===== config.mk =====
export PLATFORM = sky130hd
export DESIGN_NAME = if_stage_flat
export DESIGN_NICKNAME = d
export VERILOG_FILES = /design/src/rtl/if_stage_pkg.sv /design/src/rtl/if_stage_if.sv /design/src/rtl/if_stage_ifid_reg.sv /design/src/rtl/if_stage.sv /design/src/flat_wrapper.sv
export SDC_FILE = /design/constraint.sdc
export NUM_CORES = 1
export LEC_CHECK = 0
export CAP_MARGIN = 20
export CORE_UTILIZATION = 49
export CTS_CLUSTER_DIAMETER = 80
export CTS_CLUSTER_SIZE = 14
export DETAILED_ROUTE_END_ITERATION = 8
export PLACE_DENSITY = 0.8
export SYNTH_ARGS = -nofsm -noshare
export SYNTH_HDL_FRONTEND = slang
export SYNTH_SLANG_ARGS = --single-unit

===== constraint.sdc =====
create_clock -name clk -period 1.92 [get_ports clk]
set_clock_uncertainty 0.2 [all_clocks]
set_input_delay 0.288 -clock clk [delete_from_list [all_inputs] [get_ports clk]]
set_output_delay 0.288 -clock clk [all_outputs]
set_load 0.05 [all_outputs]

===== src/rtl/if_stage_pkg.sv =====
// Shared defaults and FSM state encoding for the instruction-fetch stage.
package if_stage_pkg;
  localparam int                    PC_W_DEF     = 12;
  localparam int                    INSTR_W_DEF  = 16;
  localparam logic [PC_W_DEF-1:0]   RESET_PC_DEF = 12'h000;

  typedef enum logic [1:0] {
    ST_FETCH = 2'd0,
    ST_HOLD  = 2'd1,
    ST_DRAIN = 2'd2
  } fetch_state_t;
endpackage


===== src/rtl/if_stage_if.sv =====
// Instruction-memory request/acknowledge bus between the fetch stage and memory.
interface if_stage_if
  import if_stage_pkg::*;
#(
  parameter int PC_W    = PC_W_DEF,
  parameter int INSTR_W = INSTR_W_DEF
) ();
  logic               imem_req;
  logic [PC_W-1:0]    imem_addr;
  logic               imem_ack;
  logic [INSTR_W-1:0] imem_data;

  modport master (output imem_req, output imem_addr, input imem_ack, input imem_data);
  modport slave  (input imem_req, input imem_addr, output imem_ack, output imem_data);
endinterface


===== src/rtl/if_stage_ifid_reg.sv =====
// IF/ID pipeline register: clear > hold > load; with none of them asserted it takes a bubble.
module ifid_reg
  import if_stage_pkg::*;
#(
  parameter int PC_W    = PC_W_DEF,
  parameter int INSTR_W = INSTR_W_DEF
) (
  input  logic               clk,
  input  logic               rst,
  input  logic               i_load,
  input  logic               i_hold,
  input  logic               i_clear,
  input  logic [INSTR_W-1:0] i_instr,
  input  logic [PC_W-1:0]    i_pc,
  output logic               o_valid,
  output logic [INSTR_W-1:0] o_instr,
  output logic [PC_W-1:0]    o_pc
);
  logic               r_vld_p1;
  logic [INSTR_W-1:0] r_instr_p1;
  logic [PC_W-1:0]    r_pc_p1;

  // IF -> ID boundary
  always_ff @(posedge clk) begin
    if (rst) begin
      r_vld_p1   <= 1'b0;
      r_instr_p1 <= '0;
      r_pc_p1    <= '0;
    end else if (i_clear) begin
      r_vld_p1   <= 1'b0;
    end else if (i_hold) begin
      r_vld_p1   <= r_vld_p1;
    end else if (i_load) begin
      r_vld_p1   <= 1'b1;
      r_instr_p1 <= i_instr;
      r_pc_p1    <= i_pc;
    end else begin
      r_vld_p1   <= 1'b0;
    end
  end

  assign o_valid = r_vld_p1;
  assign o_instr = r_instr_p1;
  assign o_pc    = r_pc_p1;
endmodule


===== src/rtl/if_stage.sv =====
// Instruction fetch stage: PC register, skid for stalled returns, redirect drain and IF/ID register.
module if_stage
  import if_stage_pkg::*;
#(
  parameter int              PC_W     = PC_W_DEF,
  parameter int              INSTR_W  = INSTR_W_DEF,
  parameter logic [PC_W-1:0] RESET_PC = PC_W'(RESET_PC_DEF)
) (
  input  logic               clk,
  input  logic               rst,
  if_stage_if.master         imem,
  input  logic [PC_W-1:0]    i_npc,
  input  logic               i_stall,
  input  logic               i_flush,
  output logic [PC_W-1:0]    o_pc,
  output logic [PC_W-1:0]    o_pc_inc,
  output logic               o_ifid_valid,
  output logic [INSTR_W-1:0] o_ifid_instr,
  output logic [PC_W-1:0]    o_ifid_pc
);
  fetch_state_t       r_state;
  logic               r_req;
  logic [PC_W-1:0]    r_pc;
  logic [PC_W-1:0]    r_redir;
  logic [INSTR_W-1:0] r_skid_instr;
  logic [PC_W-1:0]    r_skid_pc;

  logic               w_load;
  logic               w_clear;
  logic [INSTR_W-1:0] w_ld_instr;
  logic [PC_W-1:0]    w_ld_pc;

  // r_req is the registered request; rst only masks it so the reset cycle never requests.
  always_ff @(posedge clk) begin
    if (rst) begin
      r_state      <= ST_FETCH;
      r_req        <= 1'b1;
      r_pc         <= RESET_PC;
      r_redir      <= '0;
      r_skid_instr <= '0;
      r_skid_pc    <= '0;
    end else begin
      case (r_state)
        ST_FETCH: begin
          if (i_flush) begin
            if (imem.imem_ack) begin
              r_pc <= i_npc;
            end else begin
              r_redir <= i_npc;
              r_state <= ST_DRAIN;
            end
          end else if (imem.imem_ack) begin
            r_pc <= i_npc;
            if (i_stall) begin
              r_skid_instr <= imem.imem_data;
              r_skid_pc    <= r_pc;
              r_req        <= 1'b0;
              r_state      <= ST_HOLD;
            end
          end
        end
        ST_HOLD: begin
          if (i_flush) begin
            r_pc    <= i_npc;
            r_req   <= 1'b1;
            r_state <= ST_FETCH;
          end else if (!i_stall) begin
            r_req   <= 1'b1;
            r_state <= ST_FETCH;
          end
        end
        ST_DRAIN: begin
          // The abandoned request must complete before the redirect target is fetched.
          if (imem.imem_ack) begin
            r_pc    <= i_flush ? i_npc : r_redir;
            r_state <= ST_FETCH;
          end else if (i_flush) begin
            r_redir <= i_npc;
          end
        end
        default: begin
          r_req   <= 1'b1;
          r_state <= ST_FETCH;
        end
      endcase
    end
  end

  assign imem.imem_req  = r_req & ~rst;
  assign imem.imem_addr = r_pc;
  assign o_pc           = r_pc;
  assign o_pc_inc       = r_pc + PC_W'(1);

  always_comb begin
    w_load     = 1'b0;
    w_ld_instr = imem.imem_data;
    w_ld_pc    = r_pc;
    if (r_state == ST_HOLD) begin
      w_load     = 1'b1;
      w_ld_instr = r_skid_instr;
      w_ld_pc    = r_skid_pc;
    end else if (r_state == ST_FETCH) begin
      w_load     = imem.imem_ack;
    end
  end

  assign w_clear = i_flush;

  ifid_reg #(
    .PC_W    (PC_W),
    .INSTR_W (INSTR_W)
  ) u_ifid (
    .clk     (clk),
    .rst     (rst),
    .i_load  (w_load),
    .i_hold  (i_stall),
    .i_clear (w_clear),
    .i_instr (w_ld_instr),
    .i_pc    (w_ld_pc),
    .o_valid (o_ifid_valid),
    .o_instr (o_ifid_instr),
    .o_pc    (o_ifid_pc)
  );
endmodule


===== src/flat_wrapper.sv =====
// flat-port wrapper written by rule: the top's interface ports become plain ports
module if_stage_flat import if_stage_pkg::*;
#(
  parameter int              PC_W     = PC_W_DEF,
  parameter int              INSTR_W  = INSTR_W_DEF,
  parameter logic [PC_W-1:0] RESET_PC = PC_W'(RESET_PC_DEF)
)
  (clk, rst, i_npc, i_stall, i_flush, o_pc, o_pc_inc, o_ifid_valid, o_ifid_instr, o_ifid_pc, imem_imem_req, imem_imem_addr, imem_imem_ack, imem_imem_data);
  if_stage_if #(.PC_W(PC_W), .INSTR_W(INSTR_W)) imem_i ();
  input  logic clk;
  input  logic rst;
  input  logic [PC_W-1:0] i_npc;
  input  logic i_stall;
  input  logic i_flush;
  output logic [PC_W-1:0] o_pc;
  output logic [PC_W-1:0] o_pc_inc;
  output logic o_ifid_valid;
  output logic [INSTR_W-1:0] o_ifid_instr;
  output logic [PC_W-1:0] o_ifid_pc;
  output wire logic [$bits(imem_i.imem_req)-1:0] imem_imem_req;
  output wire logic [$bits(imem_i.imem_addr)-1:0] imem_imem_addr;
  input wire logic [$bits(imem_i.imem_ack)-1:0] imem_imem_ack;
  input wire logic [$bits(imem_i.imem_data)-1:0] imem_imem_data;
  assign imem_imem_req = imem_i.imem_req;
  assign imem_imem_addr = imem_i.imem_addr;
  assign imem_i.imem_ack = imem_imem_ack;
  assign imem_i.imem_data = imem_imem_data;
  if_stage #(.PC_W(PC_W), .INSTR_W(INSTR_W), .RESET_PC(RESET_PC)) u_core (.clk(clk), .rst(rst), .imem(imem_i), .i_npc(i_npc), .i_stall(i_stall), .i_flush(i_flush), .o_pc(o_pc), .o_pc_inc(o_pc_inc), .o_ifid_valid(o_ifid_valid), .o_ifid_instr(o_ifid_instr), .o_ifid_pc(o_ifid_pc));
endmodule

# Word level (Yosys, flattened, before mapping)
# Index checks and enable logic that the tools add are counted.
[op_classes]
mux = 28
eq_ne = 14
addsub = 1
n_bitwise = 5
n_reduce_logical = 10
[ops]
columns = ["operator", "count"]
rows = [
  ["2-to-1 mux 12 bit", 8],
  ["case mux 12 bit (3 select lines)", 1],
  ["case mux 12 bit (2 select lines)", 1],
  ["2-to-1 mux 16 bit", 1],
  ["inequality test 2 bit, second input constant", 8],
  ["2-to-1 mux 2 bit", 7],
  ["adder 12 x 1 -> 12 bit, second input constant", 1],
  ["inequality test 3 bit, second input constant", 4],
  ["AND reduction 4 bit", 3],
  ["AND reduction 5 bit", 2],
  ["2-to-1 mux 1 bit", 8],
  ["case mux 2 bit (3 select lines)", 1],
  ["NOT 1 bit", 4],
  ["case mux 1 bit (3 select lines)", 1],
  ["AND reduction 3 bit", 1],
  ["nonzero test 3 bit", 1],
  ["equality test 2 x 1 -> 1 bit, second input constant", 1],
  ["equality test 2 bit, second input constant", 1],
  ["logical NOT 2 bit", 1],
  ["nonzero test 2 bit", 1],
  ["OR reduction 2 bit", 1],
  ["bitwise AND 1 bit", 1],
]
[totals]
input_bits = 33
out_inout_bits = 66
reg_bits = 84

# Depth between registers and ports, before layout
[depth]
depth_word = 4
ltp_mapped = 6
mapped_depth_nobuf = 4

# Hierarchy
# Synthesis repeated with hierarchy kept, for this count alone.
[hier_totals]
cells_unflattened = 450
area_unflattened_um2 = 4241.6
[modules_own_cells]
columns = ["mod", "cells_per_inst", "instances", "seq_area_each_um2", "area_per_inst_um2"]
rows = [
  ["if_stage", 325, 1, 1101.1, 2927.8],
  ["ifid_reg", 125, 1, 580.6, 1313.8],
]

# Least setup slack after synthesis
# Ideal clock, no wire load.
[synth_timing]
kind = "register to output"
from = "register u_core.r_pc[1] (netlist: u_core.imem.imem_addr[1])"
to = "output port o_pc_inc[6]"
path_slack_ns = -0.713
t_required_ns = 1.432
stages_incl_launch_ff = 5
t_arrival_ns = 2.145
path_cell_list = "dfxtp_1 > ha_1 > nand3_1 > nor3_1 > xor2_1"
[synth_via]
elab_chain_cells = 1
[synth_lines]
columns = ["element", "line_no", "rtl"]
rows = [
  ["start, declared", "if_stage.sv:23", "logic [PC_W-1:0] r_pc;"],
  ["start signal, assigned", "if_stage.sv:47", "r_pc <= i_npc;"],
  ["start signal, assigned", "if_stage.sv:53", "r_pc <= i_npc;"],
  ["start signal, assigned", "if_stage.sv:64", "r_pc <= i_npc;"],
  ["adder 12 x 1 -> 12 bit", "if_stage.sv:92", "assign o_pc_inc = r_pc + PC_W'(1);"],
  ["end, declared", "flat_wrapper.sv:16", "output logic [PC_W-1:0] o_pc_inc;"],
]
# Every way passes these cells.

# Worst setup path in the final report
[layout_timing]
from = "register u_core.r_pc[1] (netlist: u_core.imem.imem_addr[1])"
to = "output port o_pc_inc[9]"
# Same word-level chain as after synthesis.

==> flow_metrics.py <==
metrics = {
    "outcome": {
        "run_status": "finished, violations left",
        "violations": "negative setup slack",
    },
    "cells_and_area": {
        "fillers": 526,
        "register_area_sq_um": 1720,
        "n_antenna_cell": 0,
        "area_growth_pct": 43.2,
        "multiInputGateArea_sq_um": 2140,
        "drive_gt1_frac": 0.361,
        "nNetsFinal": 556,
        "instances_no_fill": 629,
        "final_util": 0.727,
    },
    "die": {
        "start_util": 0.508,
        "io_pins": 99,
        "die_w_um": 91.5,
        "rows": 32,
        "die_h_um": 91.5,
        "core_sq_um": 7730,
        "dieArea_sq_um": 8370,
    },
    "grt": {
        "grt_pass1_wl_um": 17500,
        "grt_usage": 0.265,
        "grt_overflow_total": 0,
        "grt_max_degree": 64,
        "first_global_vias": 3510,
        "antenna_found_initial": 0,
    },
    "clock_network": {
        "clk_path_buf_depth": 2,
        "cts_hold_buf": 0,
        "path_clk_slew_ps": 90,
        "cts_num_sinks": 84,
        "cts_tree": "built",
        "htreeDepth": 3,
        "numCtsBuffers": 9,
        "clock_latency_ps": 350,
        "cts-root-buf": "clkbuf_8",
    },
    "detailed_routing": {
        "ant_nets": 0,
        "dr.pass1.iters": 5,
        "top_layer_used": "met4",
        "met1_length_um": 4540,
        "drc": 0,
        "routed_wl_um": 11200,
        "routed-wl-met3_um": 681,
        "vias_per_cell": 5.85,
        "wl_per_cell_um": 17.9,
        "drtIter0Drc": 262,
        "vias": 3681,
        "routed-wl-met2_um": 5820,
    },
    "sta": {
        "max_slew_margin": 0.726,
        "timing.fmax_mhz": 473,
        "rsz0062_at_grt": "true",
        "setup_violations": 8,
        "finalCritPeriodShare": 1.10,
        "tightestPinTransition_ps": 410,
        "hold_viol": 0,
        "period_minus_slack_ps": 2110,
        "worst_slack_ps": -194,
        "setup_tns_ps": -1010,
        "slew_violations": 0,
    },
    "power": {
        "p_clk_frac": 0.318,
        "power_density_nw_per_um2": 807,
        "internal_power_w": 0.00307,
        "leakagePower_nw": 2.33,
        "sw_frac_of_total": 0.323,
        "total_power_w": 0.00454,
        "p_sw_w": 0.00146,
        "seqPwrFrac": 0.418,
        "vdd_drop_max_uv": 423,
        "pwr-share-comb": 0.264,
    },
    "yosys": {
        "synthTopCellsByArea": "dfxtp_1 43%, mux2i_1 10%, a21oi_1 7.4%",
        "synth_edf_count": 0,
        "ys.flop_type": "dfxtp_1",
        "synth_area_sq_um": 3930,
        "syn_area_per_cell_sq_um": 9.24,
        "yosys_register_bits": 84,
        "yosysWarnings": 0,
        "synth_cell_type_count": 34,
        "synth.most_common_cell": "dfxtp_1",
        "postSynthCellCount": 425,
        "syn_nets": 459,
        "synth_area_leader_cell": "dfxtp_1",
        "seq_area_frac_synth": 0.428,
        "synth_top_area_frac": 0.428,
        "ys_top_cells_by_count": "84 x dfxtp_1, 58 x a21oi_1, 40 x mux2i_1",
        "synth_async_sr_flop_share": 0,
    },
    "worst_hold_path": {
        "hold_path.class": "input pin to flip-flop",
        "worstHoldStart": "rst",
        "min_to": "u_core.r_redir[6]",
        "holdPathStages": 3,
    },
    "placed_design": {
        "dpl.hpwl_um": 7110,
        "place_inst": 598,
        "io_buffers": 98,
        "routabilityCongestion": 0.789,
    },
    "setup_path": {
        "reg2reg_depth": 4,
        "path_max_fanout": 4,
        "r2r_end": "u_core.r_skid_pc[2]",
        "endpoint_kind": "primary output",
        "crit_chain": "nand4_1, buf_6, nor4_4, xnor2_2, buf_12",
        "cp.arrival_ps": 1630,
        "cpMaxStageDelayCell": "dfxtp_4",
        "r2r_start": "u_core.r_state[1]",
        "required_ps": 1430,
        "start_kind": "flip-flop",
        "slowest_delay_ps": 380,
        "critPathKind": "flip-flop to primary output",
        "reg2reg_slack_ps": 90,
    },
    "run": {
        "drv_cap": 0,
    },
}
-- timing repair --
| item | in CTS | in global routing |
|---|---|---|
| gates cloned | 0 | 0 |
| resized for setup | 25 | 11 |
| endpoints found under the setup margin | 8 | 10 |
| pin swaps | 6 | 4 |
| setup buffers | 8 | 7 |
-- cell type report --
| type | count | share of cell area |
|---|---|---|
| Clock inverter | 6 | 0.0167 |
| Sequential cell | 84 | 0.305 |
| Timing Repair Buffer | 140 | 0.243 |
| Clock buffer | 10 | 0.0245 |
| Inverter | 8 | 0.00668 |
| Multi-Input combinational cell | 279 | 0.381 |
| Tap cell | 102 | 0.0227 |
-- worst max-delay path by stage --
stage | start | endpoint | slack (ps) | cells past startpoint
after floorplan | u_core.imem.imem_addr[1] | o_pc_inc[6] | -150 | 4
after global routing | u_core.imem.imem_addr[1] | o_pc_inc[9] | -280 | 5
after CTS | u_core.imem.imem_addr[0] | o_pc_inc[6] | -140 | 5
after global placement | i_flush | u_core.r_skid_pc[1] | -150 | 6
after detailed placement | i_flush | u_core.r_skid_pc[6] | -230 | 6
final | u_core.imem.imem_addr[1] | o_pc_inc[9] | -190 | 5
-- per-layer routing --
metal	vias to the layer above	GRT usage
met4	0	0.0688
met5	-	0
met1	1776	0.334
met3	17	0.0519
li1	1727	-
met2	161	0.461
-- cell families (layout without fill, tap and decap cells) --
logic type / count (synthesis) / in the layout / share of synthesized area
AOI/OAI and AO/OA: 135 / 135 / 0.233
and+or+nand+nor: 93 / 93 / 0.126
DFF: 84 / 84 / 0.428
buffers and inverters: 62 / 164 / 0.0854
muxes: 40 / 40 / 0.102
xor gates and xnor gates: 10 / 10 / 0.0223
adders and majority gates: 1 / 1 / 0.00319
-- power by group through the flow --
stage | clock (W) | combinational, W | sequential, W
after floorplan | 0 | 0.000537 | 0.00211
after global placement | 0 | 0.00109 | 0.00193
after detailed placement | 0 | 0.00111 | 0.00194
after CTS | 0.00145 | 0.00115 | 0.00190
after global routing | 0.00154 | 0.00125 | 0.00191
final | 0.00144 | 0.00120 | 0.00190
-- flip-flops by register name, summed over array words and instances (netlist names) --
name and cells:
u_core.imem.imem_addr 12, u_core.u_ifid.o_valid 1, u_core.u_ifid.o_instr 16, u_core.r_req 1, u_core.r_redir 12, u_core.u_ifid.o_pc 12, u_core.r_skid_instr 16, u_core.r_skid_pc 12
u_core.r_state 2
-- metrics by stage --
step           setup WS [ps]  cell area [sq um]  hold WS, ps
6_report                -194               5620          243
2_1_floorplan           -149               4040          230
5_1_grt                 -283               5620          241
3_3_place_gp            -152               5100          259
3_5_place_dp            -234               5100          267
4_1_cts                 -143               5510          231
-- worst max-delay path, delay by kind of cell, from the launching register on --
family,cells,cell delay (ps)
flip-flops,1,380
AND/OR/NAND/NOR,2,330
XOR/XNOR,1,200
buffers and inverters,2,360
-- cell usage in the layout (no fill, tap or decap), types with 4 or more instances in the layout --
cell type         n
a211oi_1          8
a211oi_2         20
a21oi_1          58
a221oi_1          8
a22oi_1           8
a311oi_1          4
buf_12           17
buf_4            84
buf_6             7
clkbuf_8         10
clkdlybuf4s50_1  31
dfxtp_1          73
dfxtp_4           8
inv_1             4
mux2i_1          40
nand2_1          18
nand3_1          28
nor2_1           14
nor3b_1           5
o21ai_0          28
xnor2_2           6
Note: power is estimated with default switching activity, not from simulation.
